File: src/rtl/sram_master.sv
// Initiator-side controller for a single-port synchronous SRAM with a one-cycle
// registered read. Takes one byte/half/word load or store at a time over a
// valid/ready handshake, drives lane selects and replicated write data, and
// returns an extended, aligned load result or an alignment error.
module sram_master #(
  parameter int unsigned ADDR_W = 32,
  parameter int unsigned DATA_W = 32
) (
  input  logic              clk,
  input  logic              rst_n,
  input  logic              req_valid_i,
  output logic              req_ready_o,
  input  logic              req_we_i,
  input  logic [1:0]        req_size_i,
  input  logic              req_signed_i,
  input  logic [ADDR_W-1:0] req_addr_i,
  input  logic [DATA_W-1:0] req_wdata_i,
  output logic              resp_valid_o,
  input  logic              resp_ready_i,
  output logic [DATA_W-1:0] resp_rdata_o,
  output logic              resp_err_o,
  output logic              sram_ce_o,
  output logic              sram_we_o,
  output logic [ADDR_W-1:0] sram_addr_o,
  output logic [3:0]        sram_sel_o,
  output logic [DATA_W-1:0] sram_data_o,
  input  logic [DATA_W-1:0] sram_data_i
);

  typedef enum logic [1:0] {StIdle, StAccess, StRdata, StResp} state_e;

  state_e state_q;

  // Attributes of the accepted request needed after the acceptance edge.
  logic       we_q;
  logic [1:0] size_q;
  logic       signed_q;
  logic [1:0] off_q;

  // Registered outputs.
  logic              req_ready_q;
  logic              resp_valid_q;
  logic [DATA_W-1:0] resp_rdata_q;
  logic              resp_err_q;
  logic              sram_ce_q;
  logic              sram_we_q;
  logic [ADDR_W-1:0] sram_addr_q;
  logic [3:0]        sram_sel_q;
  logic [DATA_W-1:0] sram_data_q;

  // Decoded request: legality, lane select and replicated write data.
  logic              req_legal;
  logic [3:0]        req_sel;
  logic [DATA_W-1:0] req_data;

  // Extended load result from the SRAM word, using the latched request shape.
  logic [7:0]        rd_byte;
  logic [15:0]       rd_half;
  logic [DATA_W-1:0] rd_ext;

  // Alignment check and lane/data generation straight from the request inputs.
  always_comb begin
    req_legal = 1'b0;
    req_sel   = 4'b0000;
    req_data  = '0;
    unique case (req_size_i)
      2'd0: begin
        req_legal = 1'b1;
        req_sel   = 4'b0001 << req_addr_i[1:0];
        req_data  = {4{req_wdata_i[7:0]}};
      end
      2'd1: begin
        req_legal = ~req_addr_i[0];
        req_sel   = req_addr_i[1] ? 4'b1100 : 4'b0011;
        req_data  = {2{req_wdata_i[15:0]}};
      end
      2'd2: begin
        req_legal = (req_addr_i[1:0] == 2'b00);
        req_sel   = 4'b1111;
        req_data  = req_wdata_i;
      end
      default: begin
        req_legal = 1'b0;
      end
    endcase
  end

  // Lane extraction and sign/zero extension of the returned SRAM word.
  always_comb begin
    rd_byte = sram_data_i[{off_q, 3'b000} +: 8];
    rd_half = off_q[1] ? sram_data_i[31:16] : sram_data_i[15:0];
    case (size_q)
      2'd0:    rd_ext = {{24{signed_q & rd_byte[7]}}, rd_byte};
      2'd1:    rd_ext = {{16{signed_q & rd_half[15]}}, rd_half};
      default: rd_ext = sram_data_i;
    endcase
  end

  // Transaction FSM with all outputs registered.
  always_ff @(posedge clk or negedge rst_n) begin
    if (!rst_n) begin
      state_q      <= StIdle;
      we_q         <= 1'b0;
      size_q       <= 2'd0;
      signed_q     <= 1'b0;
      off_q        <= 2'd0;
      req_ready_q  <= 1'b0;
      resp_valid_q <= 1'b0;
      resp_rdata_q <= '0;
      resp_err_q   <= 1'b0;
      sram_ce_q    <= 1'b0;
      sram_we_q    <= 1'b0;
      sram_addr_q  <= '0;
      sram_sel_q   <= 4'b0000;
      sram_data_q  <= '0;
    end else begin
      unique case (state_q)
        StIdle: begin
          req_ready_q <= 1'b1;
          if (req_valid_i && req_ready_q) begin
            req_ready_q <= 1'b0;
            we_q        <= req_we_i;
            size_q      <= req_size_i;
            signed_q    <= req_signed_i;
            off_q       <= req_addr_i[1:0];
            if (req_legal) begin
              state_q     <= StAccess;
              sram_ce_q   <= 1'b1;
              sram_we_q   <= req_we_i;
              sram_addr_q <= {req_addr_i[ADDR_W-1:2], 2'b00};
              sram_sel_q  <= req_sel;
              sram_data_q <= req_data;
            end else begin
              // Error responses skip the SRAM entirely.
              state_q      <= StResp;
              resp_err_q   <= 1'b1;
              resp_rdata_q <= '0;
            end
          end
        end
        StAccess: begin
          sram_ce_q    <= 1'b0;
          sram_we_q    <= 1'b0;
          sram_addr_q  <= '0;
          sram_sel_q   <= 4'b0000;
          sram_data_q  <= '0;
          resp_rdata_q <= '0;
          resp_err_q   <= 1'b0;
          state_q      <= we_q ? StResp : StRdata;
        end
        StRdata: begin
          // SRAM read data is valid during this cycle; capture at its end.
          resp_rdata_q <= rd_ext;
          state_q      <= StResp;
        end
        StResp: begin
          // Valid rises one cycle after entering; data/err are already stable.
          if (!resp_valid_q) begin
            resp_valid_q <= 1'b1;
          end else if (resp_ready_i) begin
            resp_valid_q <= 1'b0;
            resp_rdata_q <= '0;
            resp_err_q   <= 1'b0;
            req_ready_q  <= 1'b1;
            state_q      <= StIdle;
          end
        end
        default: begin
          state_q <= StIdle;
        end
      endcase
    end
  end

  assign req_ready_o  = req_ready_q;
  assign resp_valid_o = resp_valid_q;
  assign resp_rdata_o = resp_rdata_q;
  assign resp_err_o   = resp_err_q;
  assign sram_ce_o    = sram_ce_q;
  assign sram_we_o    = sram_we_q;
  assign sram_addr_o  = sram_addr_q;
  assign sram_sel_o   = sram_sel_q;
  assign sram_data_o  = sram_data_q;

endmodule

File: config.mk
export PLATFORM = sky130hd
export DESIGN_NAME = sram_master
export DESIGN_NICKNAME = d
export VERILOG_FILES = /design/src/rtl/sram_master.sv
export SDC_FILE = /design/constraint.sdc
export NUM_CORES = 1
export LEC_CHECK = 0
export ABC_AREA = 1
export CAP_MARGIN = 30
export CORE_MARGIN = 2
export CORE_UTILIZATION = 25
export DETAILED_ROUTE_END_ITERATION = 8
export DONT_BUFFER_PORTS = 1
export GPL_ROUTABILITY_DRIVEN = 0
export HOLD_SLACK_MARGIN = 0.1
export SETUP_SLACK_MARGIN = 0.1
export SKIP_CTS_REPAIR_TIMING = 1
export SYNTH_ARGS = -nofsm -noshare
export SYNTH_HDL_FRONTEND = slang
export SYNTH_SLANG_ARGS = --single-unit
File: constraint.sdc
create_clock -name clk -period 2 [get_ports clk]
set_input_delay 0.4 -clock clk [delete_from_list [all_inputs] [get_ports clk]]
set_output_delay 0.4 -clock clk [all_outputs]
set_load 0.05 [all_outputs]
---- Word level (Yosys, flattened, before mapping) ----
Cells that the tools add are included.
operators by class
  mux-type cells .......................... 43
  bitwise gates (word level) .............. 3
  reductions and logical operators ........ 14
  shift-type cells ........................ 2
  eq/ne operators ......................... 11
operators by type and width
  kind                                                  count
  2-to-1 mux 32 bit                                     8
  one-hot mux 32 bit (2 select lines)                   3
  one-hot mux 32 bit (4 select lines)                   1
  one-hot mux 32 bit (3 select lines)                   1
  indexed part select 32 x 6 -> 8 bit                   1
  2-to-1 mux 16 bit                                     1
  2-to-1 mux 1 bit                                      14
  2-to-1 mux 4 bit                                      3
  one-hot mux 4 bit (3 select lines)                    1
  != test 2 bit (second input constant)                 5
  AND reduction 3 bit                                   3
  logical NOT 2 bit                                     4
  2-to-1 mux 2 bit                                      4
  one-hot mux 2 bit (4 select lines)                    1
  one-hot mux 4 bit (2 select lines)                    1
  equality test 2 x 1 -> 1 bit (second input constant)  3
  equality test 2 bit (second input constant)           3
  one-hot mux 1 bit (2 select lines)                    3
  one-hot mux 1 bit (3 select lines)                    2
  AND reduction 5 bit                                   1
  AND reduction 4 bit                                   1
  nonzero test 2 bit                                    2
  << shifter 1 x 2 -> 4 bit (first input constant)      1
  nonzero test 3 bit                                    1
  4 further kinds                                       5
storage, ports and cells
  bits in registers ....................... 113
  logic and storage cells ................. 87
  input port bits ......................... 104

---- Longest topological paths before layout ----
  word-level depth ........................ 5
  depth in mapped cells ................... 12
  depth with buffers taken out ............ 10

---- Least setup slack after synthesis ----
Ideal clock, no wire load.
  path kind ............................... register to register
  start point ............................. register state_q[0]
  end point ............................... register sram_addr_q[19], in the netlist sram_addr_o[19]
  path buffers ............................ 2
  stages on the path, launching flop included .. 12
  arrival time ............................ 1.599 ns
  setup slack ............................. 0.281 ns
  data required time ...................... 1.881 ns
  setup time .............................. 0.119 ns
  path through ............................ dfrtp_1 inv_1 ha_1 nand3_1 nor2_2 inv_2 nand2_1 inv_2 buf_4 buf_6 nand2_1 nand2_1
on the way
  longest elaborated chain between the ends .. 3
  elaborated cells on any way between the ends .. 7
RTL lines
  item                                                                  RTL line  RTL
  start, declared                                                       32        state_e state_q;
  start signal, assigned                                                102       state_q <= StIdle;
  start signal, assigned                                                127       state_q <= StAccess;
  start signal, assigned                                                135       state_q <= StResp;
  equality test 2 x 1 -> 1 bit or logical NOT 2 bit (tied branches)     117       unique case (state_q)
  nonzero test 2 bit (no source line) or != test 2 bit (tied branches)  n/a
  AND reduction 3 bit (no source line)                                  n/a
  end signal, assigned                                                  130       sram_addr_q <= {req_addr_i[ADDR_W-1:2], 2'b00};
  end, declared                                                         47        logic [ADDR_W-1:0] sram_addr_q;
Parallel ways exist; a longest one is shown, timed or not.
A chain may end at the register's enable or synchronous reset.

---- Final worst setup path ----
  start point ............................. register state_q[0]
  end point ............................... register resp_rdata_q[7], in the netlist resp_rdata_o[7]
on the way
  longest elaborated chain between the ends .. 3
  elaborated cells on any way between the ends .. 10
RTL lines
  item                                                      RTL line  RTL
  equality test 2 bit or logical NOT 2 bit (tied branches)  117
  != test 2 bit (no source line)                            n/a
  AND reduction 4 bit (no source line)                      n/a
  end signal, assigned                                      153       resp_rdata_q <= rd_ext;
  end, declared                                             43        logic [DATA_W-1:0] resp_rdata_q;
Parallel ways exist; a longest one is shown, timed or not.

==> metrics.md <==
| Metric | Value |
|---|---|
| Count leader, synth | nand2_1 |
| Filler cell count | 2357 |
| # IOs | 209 |
| Worst setup SP type | register |
| Worst slew pin tran | 591.2 ps |
| RSZ-0062 raised after global routing | no |
| Worst path bufs/invs | 4 |
| Die Height | ~150 µm |
| Initial antenna violation count | 0 |
| Slowest stage cell, crit path | dfrtp_1 |
| Relative slew slack | 0.6049 |
| RR Startpoint | state_q[0] |
| First-pass GRT wire length | roughly 27000 µm |
| Power Dens Cells | 1828 nW/µm² |
| Worst Setup SP | state_q[0] |
| Final setup viols | 0 |
| Starting Density | 0.2526 |
| Number of hold violations in the final report | between 100 and 150 |
| TNS Setup | 0 ps |
| Area share of the largest cell type after synthesis | 0.5071 |
| Vias in the first global route | 4748 |
| Fraction of registers with async set/reset | 1.000 |
| Max VDD drop | a little under 0.0008 V |
| Worst path cell trace | inv_2, ha_4, nand2_1, nand2_1, inv_2, nand3_4, buf_12, clkinvlp_4, nand2_1, nand2_1 |
| Drt pass-1 iters | 5 |
| H-tree levels | 3 |
| Most frequent CP cell | nand2_1 |
| P_leak | about 3.4 nW |
| Seq cells post-synth | approximately 110 |
| DRC Markers | 0 |
| Iter 0 DRT Violations | between 200 and 250 |
| Failing checks | negative hold slack |
| Largest net degree at the start of global routing | 112 |
| Antenna cell count | 0 |
| Tcrit/Tclk final | 0.8659 |
| Routed vias | between 4000 and 5000 |
| Setup Skew | approximately 13 ps |
| Worst EP arrival | just under 2000 ps |
| Warnings from Yosys | 0 |
| Die width | about 150 µm |
| Sequential area share after synthesis | 0.5071 |
| Max_cap viols | 0 |
| Row count | 54 |
| CP delay by family, top | buffers and inverters |
| Post-synthesis cell area | 5478 µm² |
| Final Max Slew Viols | 0 |
| Vias per std cell | about 4.7 |
| Synth area leader | dfrtp_1 |
| Critical Path Max Stage Delay | a little over 400 ps |
| Clk sinks | between 100 and 150 |
| Fmax | 0.5774 GHz |
| Mapped Cells | 740 |
| Footprint of the multi-input gates | 2456 µm² |
| Register area | 2778 µm² |
| CTS Root Cell | clkbuf_16 |
| Final min period | between 1500 and 2000 ps |
| Final nets | 844 |
| Worst path required time | 2250 ps |
| Core Box Area | roughly 22000 µm² |
| Total GRT Usage | 0.1439 |
| Synth unique cells | 26 |
| Most used DFF post-synth | dfrtp_1 |
| Hold Path Class | in2async |
| Port-buffer cells | 0 |
| Final antenna-violating net count | 0 |
| Outcome | finished with violations |
| Die Area | 23110 µm² |
| Hold WS | -272.2 ps |
| Overflow after GRT | 0 |
| Per-cell routed wire length | about 17 µm |
| Layout cells sized above 1 | 0.07838 |
| TritonCTS clock tree | yes |
| Clock buffer depth | 2 |
| Post-synthesis area per instance | ~7.4 µm² |
| DP Wirelength | 12140 µm |
| Post-synth EDFFs | 0 |
| Setup crit end kind | register |
| Clk_lat worst skew | approximately 360 ps |
| Total CTS buffers | 9 |
| Critical Path Fanout Max | 13 |
| CP Class | reg2reg |
| Largest cells by area after synthesis | dfrtp_1 (51%), nand2_1 (25%), nand3_1 (8.6%) |
| Clk slew on worst S/H paths | 90 ps |
| Post-synth top cells | nand2_1 (366), dfrtp_1 (111), nand3_1 (94), nor2_1 (55), clkbuf_1 (23) |
| Drt total wl | 16850 µm |
| Syn-to-layout area delta | 13.70% |
logic make-up after synthesis:
kind of cell / share of synthesized area
adders and majority gates: 0.01142
AOI/OAI and AO/OA: 0.03495
muxes: 0.002056
DFF: 0.5071
and+or+nand+nor: 0.3908
buffers and inverters: 0.05299
other: 0.0006846
metal layers:
metal,global-route usage,vias to the layer above,share of wire
met3,0.06303,34,0.10
li1,-,2327,-
met5,0,-,0
met1,0.1759,2244,0.42
met2,0.2280,206,0.45
met4,0.04717,0,0.030
cells in the final DEF, fill, tap and decap left out, types with 2 or more instances in the layout:
master	n
a21oi_1	3
o22ai_1	3
clkbuf_16	10
nand4_1	8
inv_2	8
dfrtp_1	111
a22o_1	8
ha_1	4
clkinv_8	2
o21ai_0	12
nor2_1	55
clkinv_4	3
buf_4	17
buf_12	4
conb_1	2
nand2_1	366
nand3_4	2
nand3_1	92
inv_1	14
registers in the layout (all words and copies together) (netlist names), 2 cells and up:
register and flops:
sram_data_o 32, off_q 2, state_q 2, size_q 2
sram_addr_o 30, sram_sel_o 4, resp_rdata_o 32
report_power, final:
group | internal [mW] | switching, mW
clock | 0.890 | 0.954
combinational | 1.21 | 2.31
sequential | 2.98 | 3.04
total | 5.07 | 6.31
area by class of cell:
type / count / share of cell area
tap: 280 / 0.05625
timing repair buffer: 23 / 0.03917
clock inverter: 7 / 0.01266
sequential: 111 / 0.4460
inverter: 24 / 0.01547
multi-input combinational: 566 / 0.3943
clock buffer: 9 / 0.03616
worst reg2reg max path, cell delays in order, from the launching register on:
cell        delay, ps
dfrtp_1           410
inv_2             130
ha_4              180
nand2_1            70
nand2_1           110
inv_2              80
nand3_4           130
buf_12            160
clkinvlp_4        190
nand2_1           130
nand2_1            50
metrics by stage:
stage | power [mW] | worst slack, ps | instance area (µm²) | util | std cells
after detailed placement | 9.426 | 65.47 | 5837 | 0.2691 | 1001
after CTS | 11.30 | 68.05 | 6141 | 0.2831 | 1017
after global routing | 12.15 | 120.4 | 6228 | 0.2872 | 1020
after floorplan | 8.372 | 281.5 | 5482 | - | 741
final | 11.39 | 268.1 | 6228 | 0.2872 | 1020
after global placement | 9.378 | 164.9 | 5837 | 0.2691 | 1001
worst paths after layout:
path	endpoint	slack [ps]	cells after the start
min reg2reg	size_q[0]	500	2
max	resp_rdata_o[7]	270	10
min in group clk	sram_addr_o[20]	180	2
max reg2reg	resp_rdata_o[7]	270	10
max in group asynchronous	sram_addr_o[17]	2070	0
min	resp_rdata_o[28]	-270	0
Power figures use the tool's default switching activity.
